--- config.mk ---
export PLATFORM = sky130hd
export DESIGN_NAME = bitstream_frame_rx
export DESIGN_NICKNAME = d
export VERILOG_FILES = /design/src/rtl/bitstream_pkg.sv /design/src/rtl/frame_bit_counter.sv /design/src/rtl/bitstream_frame_rx.sv
export SDC_FILE = /design/constraint.sdc
export NUM_CORES = 1
export LEC_CHECK = 0
export ABC_AREA = 1
export CAP_MARGIN = 20
export CORE_MARGIN = 1.5
export CORE_UTILIZATION = 47
export CTS_BUF_LIST = sky130_fd_sc_hd__clkbuf_16
export DETAILED_ROUTE_END_ITERATION = 12
export GPL_TIMING_DRIVEN = 0
export PLACE_DENSITY = 0.86
export SYNTH_ARGS = -nofsm -noshare
export SYNTH_HDL_FRONTEND = slang
export SYNTH_SLANG_ARGS = --single-unit
--- constraint.sdc ---
create_clock -name clk_i -period 1.3 [get_ports clk_i]
set_input_delay 0.26 -clock clk_i [delete_from_list [all_inputs] [get_ports clk_i]]
set_output_delay 0.26 -clock clk_i [all_outputs]
set_load 0.01 [all_outputs]
--- src/rtl/bitstream_pkg.sv ---
// rtl/bitstream_pkg.sv - shared parameters and FSM state type for the bitstream frame receiver
package bitstream_pkg;
    localparam int PAYLOAD_W_DEF = 64;
    localparam int CRC_W_DEF     = 8;
    localparam int ERR_CNT_W     = 16;

    typedef enum logic [1:0] {
        RECV  = 2'd0,
        CHECK = 2'd1,
        HOLD  = 2'd2
    } rx_state_e;
endpackage

--- src/rtl/frame_bit_counter.sv ---
// rtl/frame_bit_counter.sv - position of the next accepted bit within a payload+CRC frame
module frame_bit_counter #(
    parameter int PAYLOAD_W = 64,
    parameter int FRAME_W   = 72,
    localparam int CNT_W    = $clog2(FRAME_W)
) (
    input  logic             clk_i,
    input  logic             rst_ni,
    input  logic             inc,
    input  logic             clr,
    output logic [CNT_W-1:0] cnt,
    output logic             last,
    output logic             in_payload
);
    assign last       = (cnt == CNT_W'(FRAME_W - 1));
    assign in_payload = (cnt <  CNT_W'(PAYLOAD_W));

    always_ff @(posedge clk_i or negedge rst_ni) begin
        if (!rst_ni) begin
            cnt <= '0;
        end else if (clr) begin
            cnt <= '0;
        end else if (inc) begin
            cnt <= last ? '0 : cnt + 1'b1;
        end
    end
endmodule

--- src/rtl/bitstream_frame_rx.sv ---
// rtl/bitstream_frame_rx.sv - serial frame receiver feeding crc_8; FRAME_RX_ERR_CNT_EN adds err_cnt_o
module bitstream_frame_rx
    import bitstream_pkg::*;
#(
    parameter int  PAYLOAD_W = PAYLOAD_W_DEF,
    parameter int  CRC_W     = CRC_W_DEF,
    localparam int FRAME_W   = PAYLOAD_W + CRC_W
) (
    input  logic                 clk_i,
    input  logic                 rst_ni,
    input  logic                 clear_i,
    input  logic                 bit_i,
    input  logic                 bit_valid_i,
    output logic                 bit_ready_o,
    output logic                 crc_en_o,
    output logic                 crc_data_o,
    output logic                 crc_capture_o,
    input  logic                 crc_flag_i,
    output logic [PAYLOAD_W-1:0] word_o,
`ifdef FRAME_RX_ERR_CNT_EN
    output logic [ERR_CNT_W-1:0] err_cnt_o,
`endif
    output logic                 word_valid_o,
    input  logic                 word_ready_i,
    output logic                 frame_err_o
);
    localparam int CNT_W = $clog2(FRAME_W);

    rx_state_e            state;
    logic [PAYLOAD_W-1:0] word_q;
    logic                 word_valid_q;
    logic [CNT_W-1:0]     cnt;
    logic                 last;
    logic                 in_payload;
    logic                 accept;

    // Ready is gated by reset and clear so nothing is ever handed over while the block is being aborted.
    assign bit_ready_o   = rst_ni && (state == RECV) && !clear_i;
    assign accept        = bit_valid_i && bit_ready_o;
    assign crc_data_o    = bit_i && bit_ready_o;
    assign crc_en_o      = accept && !last;
    assign crc_capture_o = accept && last;
    assign frame_err_o   = (state == CHECK) && crc_flag_i && !clear_i;
    assign word_o        = word_q;
    assign word_valid_o  = word_valid_q;

    frame_bit_counter #(
        .PAYLOAD_W (PAYLOAD_W),
        .FRAME_W   (FRAME_W)
    ) u_cnt (
        .clk_i      (clk_i),
        .rst_ni     (rst_ni),
        .inc        (accept),
        .clr        (clear_i),
        .cnt        (cnt),
        .last       (last),
        .in_payload (in_payload)
    );

    always_ff @(posedge clk_i or negedge rst_ni) begin
        if (!rst_ni) begin
            state        <= RECV;
            word_q       <= '0;
            word_valid_q <= 1'b0;
        end else if (clear_i) begin
            state        <= RECV;
            word_valid_q <= 1'b0;
        end else begin
            unique case (state)
                RECV: begin
                    for (int i = 0; i < PAYLOAD_W; i++) begin
                        if (accept && in_payload && cnt == CNT_W'(i)) begin
                            word_q[i] <= bit_i;
                        end
                    end
                    if (accept && last) begin
                        state <= CHECK;
                    end
                end
                CHECK: begin
                    if (crc_flag_i) begin
                        state <= RECV;
                    end else begin
                        state        <= HOLD;
                        word_valid_q <= 1'b1;
                    end
                end
                HOLD: begin
                    if (word_ready_i) begin
                        state        <= RECV;
                        word_valid_q <= 1'b0;
                    end
                end
                default: state <= RECV;
            endcase
        end
    end

`ifdef FRAME_RX_ERR_CNT_EN
    // Survives clear_i on purpose: it is a lifetime statistic, only reset wipes it.
    always_ff @(posedge clk_i or negedge rst_ni) begin
        if (!rst_ni) begin
            err_cnt_o <= '0;
        end else if (frame_err_o && err_cnt_o != {ERR_CNT_W{1'b1}}) begin
            err_cnt_o <= err_cnt_o + 1'b1;
        end
    end
`endif
endmodule

==> results of run 1 <==
[sequential cells by signal, indices dropped and copies added (netlist names)]
register	flops
state	2
u_cnt.cnt	7
word_o	64
word_valid_o	1
[stage by stage]
stage	instances	setup TNS, ns	utilization
2_1_floorplan	529	0	-
3_3_place_gp	709	-452.15	0.594
3_5_place_dp	710	-41.56	0.596
4_1_cts	738	-20.47	0.677
5_1_grt	752	-31.57	0.742
6_report	752	-25.90	0.742
[worst max path at each step]
stage,endpoint,depth (start not counted),slack [ns],start
floorplan,word_o[37],8,0.01,u_cnt.cnt[4]
global placement,crc_en_o,4,-3.84,rst_ni
detailed placement,crc_en_o,5,-0.97,clear_i
CTS,crc_capture_o,5,-0.44,state[1]
global route,word_o[18],7,-0.50,u_cnt.cnt[5]
finish,word_o[7],7,-0.47,u_cnt.cnt[5]
[layer usage]
layer | GRT usage | vias to the layer above | wire [um]
li1 | - | 1966 | -
met3 | 0.0445 | 72 | 1400
met2 | 0.475 | 336 | 6650
met4 | 0.123 | 0 | 610
met1 | 0.371 | 2139 | 5270
met5 | 0 | - | 0
[final cells by class]
| cell class | instances | area share |
|---|---|---|
| Buffer | 33 | 0.0473 |
| Tap cell | 105 | 0.0218 |
| Inverter | 19 | 0.0135 |
| Clock buffer | 9 | 0.0373 |
| Multi-Input combinational cell | 402 | 0.387 |
| Timing Repair Buffer | 104 | 0.167 |
| Clock inverter | 6 | 0.0178 |
| Sequential cell | 74 | 0.308 |
[where the power goes]
part | total [mW] | switching (mW) | internal (mW)
combinational | 0.447 | 0.276 | 0.171
sequential | 2.34 | 0.0153 | 2.33
clock | 2.83 | 0.976 | 1.86
[worst max-delay path, stage by stage (launching register included)]
cell and delay [ns]:
dfrtp_1 0.51, nor2_4 0.19, nand2_2 0.15, buf_4 0.23, nor2_1 0.26, nand3_1 0.15
nand2_1 0.11, nand2_1 0.06
[synthesized netlist by cell type, drive strengths merged]
library cell / instances / area share
a21oi: 2 / 0.0026
buf: 25 / 0.042
clkbuf: 9 / 0.0086
dfrtp: 74 / 0.47
ha: 4 / 0.013
inv: 19 / 0.018
nand2: 158 / 0.15
nand3: 148 / 0.19
nand4: 2 / 0.0048
nor2: 76 / 0.077
nor3: 2 / 0.0026
nor4: 1 / 0.0016
o21ai: 7 / 0.0089
or2: 2 / 0.0032
[repair_timing]
action,CTS,global route
setup endpoints to repair,142,81
hold endpoints to repair,34,34
buffers inserted,12,11
gates cloned,2,4
pin swaps,7,60
resized for setup,160,91
[cell families (layout without fill, tap and decap cells)]
kind of cell               count (synthesis)  count (layout)  share of synthesized area
DFF                                       74              74                      0.473
buffers and inverters                     53             171                     0.0690
and+or+nand+nor                          389             389                      0.434
adders and majority gates                  4               4                     0.0128
AOI/OAI and AO/OA                          9               9                     0.0115
==> summary.md, run 1 <==
| Metric | Value |
|---|---|
| CTS max path bufs | `2` |
| Rows | `33` |
| Yosys warning count | `0` |
| Core area | `a little over 0.008 mm^2` |
| Fin area | `roughly 0.0060 mm^2` |
| Worst setup SP type | `register` |
| Multi-input logic area | `approximately 0.0023 mm^2` |
| R2R Setup Slk | `-0.47 ns` |
| Clock Skews | `between 0.004 and 0.005 ns` |
| Final worst slack | `-0.473 ns` |
| #FFs+latches synth | `74` |
| Critical path type | `reg2reg` |
| CP Capture Type | `register` |
| Violated checks | `hold timing, setup timing` |
| # port buffers | `75` |
| Commonest non-fill, non-tap cell in the layout | `nand2_1` |
| Drt wl/cell | `18.5 um` |
| Ant diodes | `0` |
| Worst Hold Class | `in2async` |
| Max_slew headroom | `0.567` |
| Most frequent cells in the layout | `nand2_1, nand3_1, dfrtp_1` |
| Synth Net Count | `between 500 and 600` |
| RSZ-0062 raised after global routing | `yes` |
| First-pass GRT wire length | `19.6 mm` |
| Clock sinks | `74` |
| Final hold viol count | `34` |
| Leakage power | `~3 nW` |
| Initial Util | `0.482` |
| Arrival time at the worst endpoint | `~2 ns` |
| Clock buffer count from CTS | `9` |
| Clock tree from TritonCTS | `yes` |
| CTS clk-pin slew, worst paths | `0.06 ns` |
| Mapped Area | `~0.0039 mm^2` |
| Fmax | `approximately 560 MHz` |
| Slew Limit Fails | `0` |
| DR pass1 iterations | `6` |
| Final WL | `~14 mm` |
| Synthesis-to-finish area growth | `54.0%` |
| Die Ht | `between 90 and 100 um` |
| Placement Setup Slack | `-0.966 ns` |
| Fraction of layout cells with a size suffix above 1 | `0.277` |
| Io pins | `77` |
| FF-to-FF path depth | `7` |
| RePlAce Congestion | `0.927` |
| Drc violations | `0` |
| Max Cap Violations | `0` |
| Total power | `5.62 mW` |
| Post-DP HPWL | `7.92 mm` |
| Pwr Density | `between 900 and 1000 mW/mm^2` |
| Seq/Total Area, Yosys | `0.473` |
| Finish-stage setup viols | `a little under 80` |
| DRT iter0 DRCs | `~670` |
| Number of global-route vias before repair | `3,964` |
| Min Clock Period, post-route | `between 1.5 and 2 ns` |
| Post-route ant nets | `0` |
| GRT overflow | `0` |
| Avg Inst Size Synth | `around 7.4 um^2` |
| Avg Vias per Cell | `about 6` |
| VDD IR-drop max | `approximately 0.77 mV` |
| Worst Path Required | `1.52 ns` |
| Sequential cell area | `around 0.0019 mm^2` |
| Clock Latency Late Sink | `around 0.34 ns` |
| Post-DP Area | `just under 0.005 mm^2` |
| Distinct cells, synth | `23` |
| RR Endpoint | `word_o[7]` |
| Via count | `about 4,500` |
| Chip width | `around 94 um` |
| CTS H-Tree Depth | `3` |
| CTS root buf | `clkbuf_16` |
| Worst Hold Slack | `-0.0991 ns` |
| Tightest Pin Transition | `approximately 0.65 ns` |
| Initial antenna violation count | `1` |
| Nets@finish | `approximately 650` |
| Post-Synthesis Cells | `between 500 and 600` |
| Crit share post-route | `1.36` |
| Reg-to-reg startpoint | `u_cnt.cnt[5]` |
| CP max FO | `10` |
| Status | `finished with violations` |
| Gr usage total | `0.287` |
| Fillcell total | `566` |
| Maximum number of pins on one net before global-route repair | `a little over 40` |
| Die footprint | `between 0.008 and 0.009 mm^2` |
(Power assumes the default switching activity.)
==> run 2: changes to the inputs <==
--- a/config.mk
+++ b/config.mk
@@ -15,4 +15,5 @@
 export PLACE_DENSITY = 0.86
 export SYNTH_ARGS = -nofsm -noshare
 export SYNTH_HDL_FRONTEND = slang
+export SYNTH_HIERARCHICAL = 1
 export SYNTH_SLANG_ARGS = --single-unit
==> summary.md, run 2 <==
| Metric | Value |
|---|---|
| Status | `finished with violations` |
| Violated checks | `setup timing` |
| VDD IR-drop max | `0.690 mV` |
| Maximum number of pins on one net before global-route repair | `between 60 and 70` |
| Min Clock Period, post-route | `approximately 1.7 ns` |
| Nets@finish | `roughly 650` |
| Final hold viol count | `0` |
| Worst Hold Slack | `~0.28 ns` |
| Synth Net Count | `540` |
| Leakage power | `roughly 2.9 nW` |
| Final worst slack | `-0.356 ns` |
| Final Core Density | `0.678` |
| Multi-input logic area | `between 0.0015 and 0.002 mm^2` |
| Avg Inst Size Synth | `between 7 and 8 um^2` |
| Post-DP Area | `about 0.0048 mm^2` |
| Critical path type | `reg2out` |
| RePlAce Congestion | `between 0.8 and 0.9` |
| Die Ht | `between 90 and 100 um` |
| Largest register FFs | `64` |
| CTS max path bufs | `2` |
| First-pass GRT wire length | `about 18 mm` |
| Non-Filler Instances | `about 740` |
| CTS H-Tree Depth | `3` |
| Clock Latency Late Sink | `0.34 ns` |
| Io pins | `77` |
| CP max FO | `2` |
| Ys flop type | `dfrtp_1` |
| Mapped Area | `0.00383 mm^2` |
| Post-Synthesis Cells | `around 530` |
| Arrival time at the worst endpoint | `about 1.4 ns` |
| Placement Setup Slack | `-0.754 ns` |
| Cell taking the most area after synthesis | `dfrtp_1` |
| Synth top area share | `0.483` |
| CTS clk-pin slew, worst paths | `about 0.06 ns` |
| Die footprint | `0.00871 mm^2` |
| Top cells by area, synth | `dfrtp_1, nand2_1, nand3_1` |
| Slew Limit Fails | `0` |
| Total power | `about 5.7 mW` |
| GRT overflow | `0` |
| Finish-stage setup viols | `76` |
| Crit share post-route | `1.27` |
| Number of global-route vias before repair | `3,849` |
| Dpl cells | `710` |
| Clock tree from TritonCTS | `yes` |
| #FFs+latches synth | `74` |
| Worst setup SP type | `register` |
| Tightest Pin Transition | `between 0.6 and 0.7 ns` |
| Most frequent cells after synthesis | `nand2_1, nor2_1, dfrtp_1` |
| Seq/Total Area, Yosys | `0.483` |
| DRT iter0 DRCs | `roughly 420` |
| # port buffers | `75` |
| Yosys warning count | `6` |
| Initial antenna violation count | `0` |
| Post-synth EDFFs | `0` |
| Chip width | `93.3 um` |
| Drc violations | `0` |
| Fraction of layout cells with a size suffix above 1 | `0.167` |
| DR pass1 iterations | `5` |
| Count leader, synth | `nand2_1` |
| Dominant combinational cell family by area after synthesis | `simple AND/OR/NAND/NOR gates` |
| Distinct cells, synth | `24` |
| Post-route ant nets | `0` |
| CTS root buf | `clkbuf_16` |
| Max_slew headroom | `0.566` |
| Ant diodes | `0` |
| Via count | `roughly 4,000` |
| Synthesis-to-finish area growth | `38.1%` |
| Async SR Flop Fraction | `1.00` |
| Worst Path Required | `1.04 ns` |
| Synth Area in Compound Gates | `0.0147` |
| Max Cap Violations | `0` |
| Fin Setup TNS | `-15.88 ns` |
| Avg Vias per Cell | `5.45` |
| Fin area | `between 0.005 and 0.006 mm^2` |
| CP Capture Type | `output pin` |
| Drt wl/cell | `roughly 16 um` |
| Simple-gate share of the synthesized area | `0.427` |
| Clock sinks | `between 70 and 80` |
| Gr usage total | `0.273` |
| Core area | `a little under 0.008 mm^2` |
| Worst Hold Class | `in2reg` |
| Pwr Density | `1080 mW/mm^2` |
| Rows | `32` |
| Mux share of post-synthesis cell area | `0` |
| Synth Area in Adders | `0.00326` |
| Initial Util | `0.491` |
| Fmax | `about 600 MHz` |
| Final WL | `between 10 and 15 mm` |
| Fillcell total | `around 640` |
| Most frequent cells in the layout | `nand2_1, nand3_1, nor2_1, dfrtp_1, dlygate4sd2_1` |
| Sequential cell area | `0.00186 mm^2` |
| Clock buffer count from CTS | `9` |
| Commonest non-fill, non-tap cell in the layout | `nand2_1` |
| RSZ-0062 raised after global routing | `yes` |
| Xor/xnor share of the synthesized area | `0.00228` |
| Clock Skews | `~0.0052 ns` |
| Post-DP HPWL | `7.45 mm` |
[run 2: cell count changes in the layout (fill, tap and decap cells not counted), moves of 4 or more]
cell / before / now
clkbuf_16: 13 / 9
nor2_4: 10 / 4
nand3_4: 12 / 2
inv_1: 13 / 22
nand2_1: 145 / 218
nand3_1: 100 / 69
buf_4: 16 / 30
buf_8: 8 / 0
buf_6: 16 / 5
nand3_2: 36 / 3
nand2_2: 11 / 6
nor2_1: 50 / 68
[run 2: logic make-up (layout without fill, tap and decap cells)]
logic type	count (synthesis)	after routing
flip-flops	74	74
AO/OA/AOI/OAI	8	8
adder cells (fa/ha/maj)	1	1
XOR/XNOR	1	1
buffers and inverters	54	164
AND/OR/NAND/NOR	394	394
[run 2: path summary, 6_finish.rpt]
| check | endpoint | slack (ns) | depth (start not counted) | from |
|---|---|---|---|---|
| setup / recovery | crc_en_o | -0.36 | 7 | u_cnt/cnt[0] |
| hold reg to reg | word_o[21] | 0.46 | 2 | word_o[21] |
| max in group asynchronous | u_cnt/cnt[0] | 0.31 | 2 | rst_ni |
| hold / removal | state[0] | 0.28 | 3 | rst_ni |
| min in group asynchronous | word_o[56] | 0.53 | 2 | rst_ni |
| setup reg to reg | u_cnt/cnt[6] | -0.27 | 11 | state[0] |
[run 2: final cells by class]
type / count / share of cell area
sequential: 74 / 0.351
clock buffer: 9 / 0.0425
timing repair buffer: 94 / 0.156
buffer: 25 / 0.0321
clock inverter: 7 / 0.0250
tap: 102 / 0.0241
multi-input combinational: 404 / 0.347
inverter: 29 / 0.0224
[run 2: where the power goes]
| part | total, mW | internal, mW | leakage [nW] | switching (mW) |
|---|---|---|---|---|
| Sequential | 2.34 | 2.32 | 1.02 | 0.0137 |
| Clock | 3.01 | 2.05 | 0.178 | 0.961 |
| Combinational | 0.342 | 0.116 | 1.67 | 0.227 |
[run 2: timing repair]
| item | in CTS | in global routing |
|---|---|---|
| setup endpoints to repair | 142 | 83 |
| resized for setup | 116 | 25 |
| endpoints found under the hold margin | 14 | 0 |
| pin swaps | 4 | 4 |
| hold buffers | 2 | 0 |
| buffers inserted | 6 | 10 |
[run 2: layer usage]
layer  vias up  track usage  share of wire
met1      1895        0.348           0.38
met2       237        0.449           0.49
met4         0        0.144          0.037
li1       1873            -              -
met3        52       0.0407          0.089
met5         -            0              0
[run 2: critical path, cell delays in order (launching register included)]
cell	delay, ns
dfrtp_2	0.43
ha_4	0.18
nand2_4	0.08
inv_4	0.04
nand3_4	0.07
inv_2	0.05
nor2_1	0.08
buf_2	0.14
